**src/rtl/sprite_rom_arbiter.sv**
```systemverilog
// Round-robin arbiter sharing one synchronous-read sprite ROM among NUM_REQ pixel-path requesters.
// Optional build macro SPRITE_ARB_PRIO0_EN: requester 0 gets strict priority, round-robin over 1..NUM_REQ-1.
module sprite_rom_arbiter #(
   parameter int unsigned       NUM_REQ     = 4,
   parameter int unsigned       ADDR_W      = 13,
   parameter int unsigned       DATA_W      = 8,
   parameter int unsigned       ROM_DEPTH   = 6580,
   parameter int unsigned       ROM_LATENCY = 1,
   parameter logic [DATA_W-1:0] TRANSPARENT = '0,
   localparam int unsigned      ID_W        = (NUM_REQ > 1) ? $clog2(NUM_REQ) : 1
) (
   input  logic                      clk_pix,
   input  logic                      rst,
   input  logic [NUM_REQ-1:0]        req,
   input  logic [NUM_REQ*ADDR_W-1:0] req_addr,
   output logic [NUM_REQ-1:0]        gnt,
   output logic [ADDR_W-1:0]         rom_addr,
   input  logic [DATA_W-1:0]         rom_data,
   output logic                      rsp_valid,
   output logic [ID_W-1:0]           rsp_id,
   output logic [DATA_W-1:0]         rsp_data,
   output logic                      rsp_err
);

   localparam int unsigned        SCAN_W  = ID_W + 1;
   localparam int unsigned        LAST    = ROM_LATENCY - 1;
   localparam logic [ADDR_W:0]    DEPTH_C = (ADDR_W + 1)'(ROM_DEPTH);
   localparam logic [SCAN_W-1:0]  NREQ_C  = SCAN_W'(NUM_REQ);
`ifdef SPRITE_ARB_PRIO0_EN
   localparam logic [ID_W-1:0]    PTR_RST = ID_W'(1);
`else
   localparam logic [ID_W-1:0]    PTR_RST = '0;
`endif

   typedef struct packed {
      logic            vld;
      logic [ID_W-1:0] id;
      logic            err;
   } stage_t;

   logic [ID_W-1:0]   rr_ptr_q, rr_ptr_d;
   stage_t            stg_q [ROM_LATENCY];
   stage_t            stage_in_c;

   logic              rsp_valid_q, rsp_valid_d;
   logic [ID_W-1:0]   rsp_id_q,    rsp_id_d;
   logic [DATA_W-1:0] rsp_data_q,  rsp_data_d;
   logic              rsp_err_q,   rsp_err_d;

   logic              win_c;
   logic [ID_W-1:0]   win_id_c;
   logic [SCAN_W-1:0] scan_c;
   logic              grant_c;
   logic [ADDR_W-1:0] sel_addr_c;
   logic              oor_c;

   // Winner search starting at rr_ptr, wrapping within the round-robin range
   always_comb begin
      win_c    = 1'b0;
      win_id_c = '0;
      scan_c   = '0;
`ifdef SPRITE_ARB_PRIO0_EN
      if (req[0]) begin
         win_c = 1'b1;
      end else begin
         for (int unsigned k = 0; k < NUM_REQ - 1; k++) begin
            scan_c = SCAN_W'(rr_ptr_q) + SCAN_W'(k);
            if (scan_c >= NREQ_C) scan_c = scan_c - (NREQ_C - SCAN_W'(1));
            if (!win_c && req[ID_W'(scan_c)]) begin
               win_c    = 1'b1;
               win_id_c = ID_W'(scan_c);
            end
         end
      end
`else
      for (int unsigned k = 0; k < NUM_REQ; k++) begin
         scan_c = SCAN_W'(rr_ptr_q) + SCAN_W'(k);
         if (scan_c >= NREQ_C) scan_c = scan_c - NREQ_C;
         if (!win_c && req[ID_W'(scan_c)]) begin
            win_c    = 1'b1;
            win_id_c = ID_W'(scan_c);
         end
      end
`endif
   end

   // Grant, address mux and range check; nothing is granted while reset is held
   always_comb begin
      grant_c    = win_c & ~rst;
      sel_addr_c = '0;
      for (int unsigned i = 0; i < NUM_REQ; i++) begin
         if (win_id_c == ID_W'(i)) sel_addr_c = req_addr[i*ADDR_W +: ADDR_W];
      end
      oor_c    = ({1'b0, sel_addr_c} >= DEPTH_C);
      gnt      = grant_c ? (NUM_REQ'(1) << win_id_c) : '0;
      rom_addr = (grant_c && !oor_c) ? sel_addr_c : '0;
   end

   // Pointer advance and pipeline/response next-state
   always_comb begin
      rr_ptr_d    = rr_ptr_q;
      stage_in_c  = '0;
      rsp_valid_d = stg_q[LAST].vld;
      rsp_id_d    = rsp_id_q;
      rsp_data_d  = rsp_data_q;
      rsp_err_d   = rsp_err_q;

      if (grant_c) begin
         stage_in_c.vld = 1'b1;
         stage_in_c.id  = win_id_c;
         stage_in_c.err = oor_c;
`ifdef SPRITE_ARB_PRIO0_EN
         if (win_id_c != '0) begin
            rr_ptr_d = (win_id_c == ID_W'(NUM_REQ - 1)) ? ID_W'(1) : win_id_c + ID_W'(1);
         end
`else
         rr_ptr_d = (win_id_c == ID_W'(NUM_REQ - 1)) ? '0 : win_id_c + ID_W'(1);
`endif
      end

      if (stg_q[LAST].vld) begin
         rsp_id_d   = stg_q[LAST].id;
         rsp_err_d  = stg_q[LAST].err;
         rsp_data_d = stg_q[LAST].err ? TRANSPARENT : rom_data;
      end
   end

   // State registers; reset discards every in-flight read
   always_ff @(posedge clk_pix or posedge rst) begin
      if (rst) begin
         rr_ptr_q    <= PTR_RST;
         rsp_valid_q <= 1'b0;
         rsp_id_q    <= '0;
         rsp_data_q  <= '0;
         rsp_err_q   <= 1'b0;
         for (int unsigned i = 0; i < ROM_LATENCY; i++) stg_q[i] <= '0;
      end else begin
         rr_ptr_q    <= rr_ptr_d;
         rsp_valid_q <= rsp_valid_d;
         rsp_id_q    <= rsp_id_d;
         rsp_data_q  <= rsp_data_d;
         rsp_err_q   <= rsp_err_d;
         stg_q[0]    <= stage_in_c;
         for (int unsigned i = 1; i < ROM_LATENCY; i++) stg_q[i] <= stg_q[i-1];
      end
   end

   assign rsp_valid = rsp_valid_q;
   assign rsp_id    = rsp_id_q;
   assign rsp_data  = rsp_data_q;
   assign rsp_err   = rsp_err_q;

endmodule
```
**config.mk**
```make
export PLATFORM = sky130hd
export DESIGN_NAME = sprite_rom_arbiter
export DESIGN_NICKNAME = d
export VERILOG_FILES = /design/src/rtl/sprite_rom_arbiter.sv
export SDC_FILE = /design/constraint.sdc
export NUM_CORES = 1
export LEC_CHECK = 0
export ABC_AREA = 1
export ABC_CLOCK_PERIOD_IN_PS = 10000
export CORE_AREA = 2 2 60 74
export CTS_CLUSTER_DIAMETER = 120
export CTS_CLUSTER_SIZE = 12
export DETAILED_ROUTE_END_ITERATION = 10
export DIE_AREA = 0 0 62 76
export PLACE_DENSITY = 0.84
export SYNTH_ARGS = -nofsm -noshare
export SYNTH_HDL_FRONTEND = slang
export SYNTH_SLANG_ARGS = --single-unit
```
**constraint.sdc**
```tcl
create_clock -name clk_pix -period 10 [get_ports clk_pix]
set_input_delay 1.5 -clock clk_pix [delete_from_list [all_inputs] [get_ports clk_pix]]
set_output_delay 1.5 -clock clk_pix [all_outputs]
set_load 0.05 [all_outputs]
```
* Yosys cells after proc, flatten, opt, wreduce, memory -nomap -nowiden
Cells that the tools add are included.
** Storage, ports and cells
- Logic and storage cells :: 69
- ROM bits :: 0
- Memories kept :: 0
- Bits in writable memories :: 0
- Latch bits :: 0
- Output and inout bits :: 29
- Input bits :: 66
- Register bits after elaboration :: 18
** Cells by class
- Reduce and logical (&&, ||, !) cells :: 9
- Mux-type cells :: 29
- $add $sub $neg :: 8
- Shifts and indexed selects :: 1
- Bitwise gates (word level) :: 2
- Equal/unequal tests :: 3
- Divide/modulo/power cells :: 0
- Magnitude comparators :: 9
- Multipliers :: 0
** Operators by type and width (number)
- two-way mux 13 bit :: 5
- two-way mux 2 bit :: 9
- greater-or-equal comparator 13 bit, second input constant :: 1
- < comparator 2 x 3 -> 1 bit, second input constant :: 4
- greater-or-equal comparator 3 bit, second input constant :: 3
- binary-select mux 1 bit (select 2 bit) :: 4
- two-way mux 1 bit :: 8
- two-way mux 4 bit :: 2
- two-way mux 8 bit :: 1
- subtractor 2 x 1 -> 2 bit, second input constant :: 4
- adder 2 x 2 -> 3 bit, second input constant :: 2
- == test 2 bit, second input constant :: 2
- logical AND 1 bit :: 4
- zero test 1 bit :: 4
- left shift 1 x 2 -> 4 bit, first input constant :: 1
- adder 2 x 1 -> 3 bit, second input constant :: 1
- greater-or-equal comparator 2 x 3 -> 1 bit, second input constant :: 1
- adder 2 x 1 -> 2 bit, second input constant :: 1
- == test 2 x 1 -> 1 bit, second input constant :: 1
- zero test 2 bit :: 1
- bitwise AND 1 bit :: 1
- inverter 1 bit :: 1

* Logic depth before layout (Yosys ltp)
- Depth after elaboration :: 23
- Mapped depth :: 26
- Depth with buffers taken out :: 23

* Worst setup path before layout
Ideal clock, no wire load.
- Path kind :: input port to output port
- From :: input port req[1]
- To :: output port rom_addr[0]
- Arrival :: 4.139 ns
- Path buffers :: 1
- Stages on the path :: 18
- Required time :: 8.500 ns
- Slack :: 4.361 ns
- Path through :: inv_1 o21ai_0 inv_1 nand2_1 o21ai_0 nand3b_1 nand2_1 nand2_1 inv_1 ha_1 buf_2 inv_1 or2_2 nand2_1 a21oi_1 nand3_1 nand3_4 nor2_1
** On the way
- Cells in the longest elaborated chain, start to end :: 21
- Elaborated cells between the ends (all ways) :: 35
- Classes of those cells :: order compare (1); eq/ne (3); mux (21); bitwise (1); reduce/logical (9)
** RTL lines
- start, declared :: line 14 : input logic [NUM_REQ-1:0] req,
- binary-select mux 1 bit (select 2 bit) :: line 79 : if (!win_c && req[ID_W'(scan_c)]) begin
- two-way mux 1 bit (not written as such) :: line 79
- two-way mux 1 bit :: line 79
- zero test 1 bit :: line 79
- logical AND 1 bit :: line 79
- two-way mux 1 bit :: line 79
- zero test 1 bit :: line 79
- logical AND 1 bit :: line 79
- (+2 left out)
- logical AND 1 bit :: line 79
- two-way mux 2 bit :: line 79
- zero test 2 bit :: line 92 : if (win_id_c == ID_W'(i)) sel_addr_c = req_addr[i*ADDR_W +: ADDR_W];
- two-way mux 13 bit (4 in series) :: line 92
- greater-or-equal comparator 13 bit :: line 94 : oor_c = ({1'b0, sel_addr_c} >= DEPTH_C);
- zero test 1 bit :: line 96 : rom_addr = (grant_c && !oor_c) ? sel_addr_c : '0;
- logical AND 1 bit :: line 96
- two-way mux 13 bit * :: line 96
- end, declared :: line 17 : output logic [ADDR_W-1:0] rom_addr,
Mark *: on every way between the ends. The rest lies on a longest branch, timed or not. The select of a mux whose other input is x is not followed.

* Worst setup path in the final report
Same ends and word-level chain as after synthesis.

==> impl_metrics.yaml <==
global_route:
  gr-max-usage-layer: "met2"
  fraction_of_met1_tracks_used_by_global_routing: 0.2360
  grt_use_met2: 0.3490
  grt_max_degree: 21
  antenna_found_initial: 0
  number_of_global_route_vias_before_repair: 1709
  globalRouteTotalUtil: 0.2006
  met3_usage: 0.02716
  grt_first_pass_wirelength_mm: 7.403
  grt-ovfl-total: 0
placed_design:
  detailed_place_hpwl_mm: 3.874
  portBuffers: 94
  place_congestion: 0.9141
timing:
  finalMaxSlewViolations: 0
  setup_repair_after_global_routing_missed_its_margin: "false"
  tns_ns: 0
  finalHoldViolations: 0
  achievable-frequency_mhz: 137.8
  skew_ns: 0.001852
  maxSlewHeadroom: 0.4987
  tightest_slew_ns: 0.7512
  min_period_ns: 7.255
  final_setup_violations: 0
  period_share: 0.7255
floorplanning:
  core_region_area_sq_mm: 0.004066
  initial_core_util: 0.3902
  core.rowCount: 26
  floorplan.die.height_um: 76
  die_w_um: 62
  overall_die_area_sq_mm: 0.004712
  io-pin-count: 95
logic_synthesis:
  postSynth.asyncResetShare: 1.000
  ys.flop_type: "sky130_fd_sc_hd__dfrtp_1"
  synthMostInstantiatedCell: "sky130_fd_sc_hd__nand2_1"
  postSynthCellCount: 248
  ys_seq_elements: 18
  synth.yosys.seq_area_share: 0.2839
  synthDominantAreaCellType: "sky130_fd_sc_hd__dfrtp_1"
  mean_instance_size_in_the_synthesized_netlist_sq_um: 6.397
  synth-edff-count: 0
  synth.net_count: 318
  post_synth_num_cell_types: 32
  ys_warn_count: 0
  fraction_of_post_synthesis_cell_area_in_the_top_cell_type_by_area: 0.2839
  syn_area_sq_mm: 0.001587
  synth.area.top_cells: "sky130_fd_sc_hd__dfrtp_1, sky130_fd_sc_hd__nand2_1, sky130_fd_sc_hd__nor2_1"
  synthTopCellsByCount: "sky130_fd_sc_hd__nand2_1, sky130_fd_sc_hd__nor2_1, sky130_fd_sc_hd__inv_1"
worst_setup_path:
  timing.setup.critical_path_class: "in2out"
  crit_path_start_kind: "input pin"
  r2r_end: "stg_q[0]$_DFF_PP0_"
  slowest_stage: "sky130_fd_sc_hd__clkdlybuf4s50_1"
  crit_path_max_fanout: 20
  critical_path_required_ns: 8.50
  critPathTopFamily: "buffers and inverters"
  crit_buf_inv: 6
  worstPathCellList: "clkdlybuf4s50_1, inv_1, o21ai_0, inv_1, nand2_1, o21ai_0, nand3b_1, nand2_1, nand2_1, inv_1, ha_1, inv_1, or2_2, nand2_1, a21oi_1, nand3_1, nand3_4, nor2_1, clkdlybuf4s50_1"
  critical_path.reg2reg.startpoint: "rr_ptr_q[0]$_DFFE_PP0P_"
  worst_r2r_path_depth: 19
  cp_slowest_stage_delay_ns: 0.83
  critPathArrivalTime_ns: 5.76
  worst_setup_path_end_kind: "primary output"
  reg2reg_slack_ns: 6.51
hold_path:
  hold_path_end: "rsp_valid$_DFF_PP0_"
  worstHoldPathCells: 0
  hold_path_startpoint: "rsp_valid_d$_DFF_PP0_"
  type_of_the_most_critical_hold_path: "reg2reg"
clocking:
  cts_root_buffer: "sky130_fd_sc_hd__clkbuf_8"
  post_cts.resized_instances: 0
  clock_pin_slew_on_the_worst_setup_and_hold_paths_ns: 0.07
  cts_hold_repair.buffers: 0
  cts_setup_buffers: 0
  cts_sinks: 18
  worstSkewPairLatency_ns: 0.24
  cts_htree_levels: 1
  numCtsBuffers: 3
  tritoncts: "built"
  cts_max_path_buffers: 2
route:
  ant_nets: 0
  wl_per_cell_um: 12.07
  drcViolationCount: 0
  dr.pass1.iters: 4
  drt-total-wl_mm: 4.731
  via_density_per_instance: 4.735
  total_via_count_in_the_routed_design: 1856
  drt_first_iter_violations: 163
final_layout:
  area_growth_pct: 62.85
  num-nets-final: 407
  drive_gt1_frac: 0.07738
  fill_cells: 384
  n_antenna_cell: 0
run:
  timing.max_cap.violations: 0
status:
  run_status: "finished, final reports clean"
[area by class of cell]
class                      instances  area, sq um  share of cell area
multi-input combinational        189        948.4              0.3671
timing repair buffer              94        940.9              0.3642
sequential                        18        450.4              0.1743
inverter                          31        118.9             0.04600
tap                               56        70.07             0.02712
clock buffer                       4        55.05             0.02131
[cell families (layout without fill, tap and decap cells)]
kind of cell,Yosys count,count (layout),share of synthesized area
adder cells (fa/ha/maj),4,4,0.03155
AO/OA/AOI/OAI,43,43,0.1633
XOR/XNOR,2,2,0.01104
buffers and inverters,41,129,0.1183
AND/OR/NAND/NOR,138,138,0.3793
multiplexers,2,2,0.01262
flip-flops,18,18,0.2839
[cells in the final DEF (no fill, tap or decap)]
cell                              instances
sky130_fd_sc_hd__a21boi_0                 1
sky130_fd_sc_hd__a21oi_1                 20
sky130_fd_sc_hd__a21oi_2                  1
sky130_fd_sc_hd__a22o_1                   8
sky130_fd_sc_hd__a22oi_1                  2
sky130_fd_sc_hd__clkbuf_8                 4
sky130_fd_sc_hd__clkdlybuf4s50_1         94
sky130_fd_sc_hd__dfrtp_1                 18
sky130_fd_sc_hd__ha_1                     4
sky130_fd_sc_hd__inv_1                   28
sky130_fd_sc_hd__inv_2                    2
sky130_fd_sc_hd__inv_4                    1
sky130_fd_sc_hd__mux2i_1                  2
sky130_fd_sc_hd__nand2_1                 79
sky130_fd_sc_hd__nand2_2                  1
sky130_fd_sc_hd__nand2_4                  1
sky130_fd_sc_hd__nand3_1                 10
sky130_fd_sc_hd__nand3_2                  1
sky130_fd_sc_hd__nand3_4                  1
sky130_fd_sc_hd__nand3b_1                 1
sky130_fd_sc_hd__nand4_1                  1
sky130_fd_sc_hd__nor2_1                  29
sky130_fd_sc_hd__nor2_2                  12
sky130_fd_sc_hd__o211ai_1                 1
sky130_fd_sc_hd__o21ai_0                  7
sky130_fd_sc_hd__o21ai_1                  3
sky130_fd_sc_hd__or2_2                    2
sky130_fd_sc_hd__xnor2_1                  1
sky130_fd_sc_hd__xor2_1                   1
[routing by layer]
| layer | share of wire | wire, um |
|---|---|---|
| met5 | 0 | 0 |
| met1 | 0.39 | 1848 |
| met3 | 0.082 | 387 |
| met2 | 0.50 | 2375 |
| met4 | 0.025 | 120 |
[how the worst max path moves through the flow]
| stage | startpoint | end | slack [ns] | cells past startpoint |
|---|---|---|---|---|
| floorplan | req[1] | rom_addr[0] | 4.36 | 18 |
| global placement | req[1] | rom_addr[0] | 2.93 | 19 |
| detailed placement | req[1] | rom_addr[0] | 2.77 | 19 |
| CTS | req[1] | rom_addr[0] | 2.77 | 19 |
| global route | req[1] | rom_addr[12] | 2.32 | 19 |
| finish | req[1] | rom_addr[0] | 2.75 | 19 |
[sequential cells by signal, summed over array words and instances, names as in the netlist]
register and count:
stg_q 3, rr_ptr_q 2, rsp_err 1, rsp_id 2
rsp_valid_d 1, rsp_valid 1, rsp_data 8
[through the flow]
| step | util | setup WS, ns | hold slack, ns | cells | cell area [sq um] |
|---|---|---|---|---|---|
| finish | 0.6354 | 2.745 | 0.4562 | 392 | 2584 |
| global route | 0.6354 | 2.316 | 0.4654 | 392 | 2584 |
| detailed placement | 0.6218 | 2.771 | 0.4421 | 388 | 2529 |
| global placement | 0.6218 | 2.935 | 0.4293 | 388 | 2529 |
| floorplan | - | 4.361 | 0.4130 | 248 | 1587 |
| CTS | 0.6354 | 2.765 | 0.4568 | 392 | 2584 |
Power is left out: the tool's default activity adds up to more than one toggle a clock period on the data nets, which glitch-free logic cannot reach.
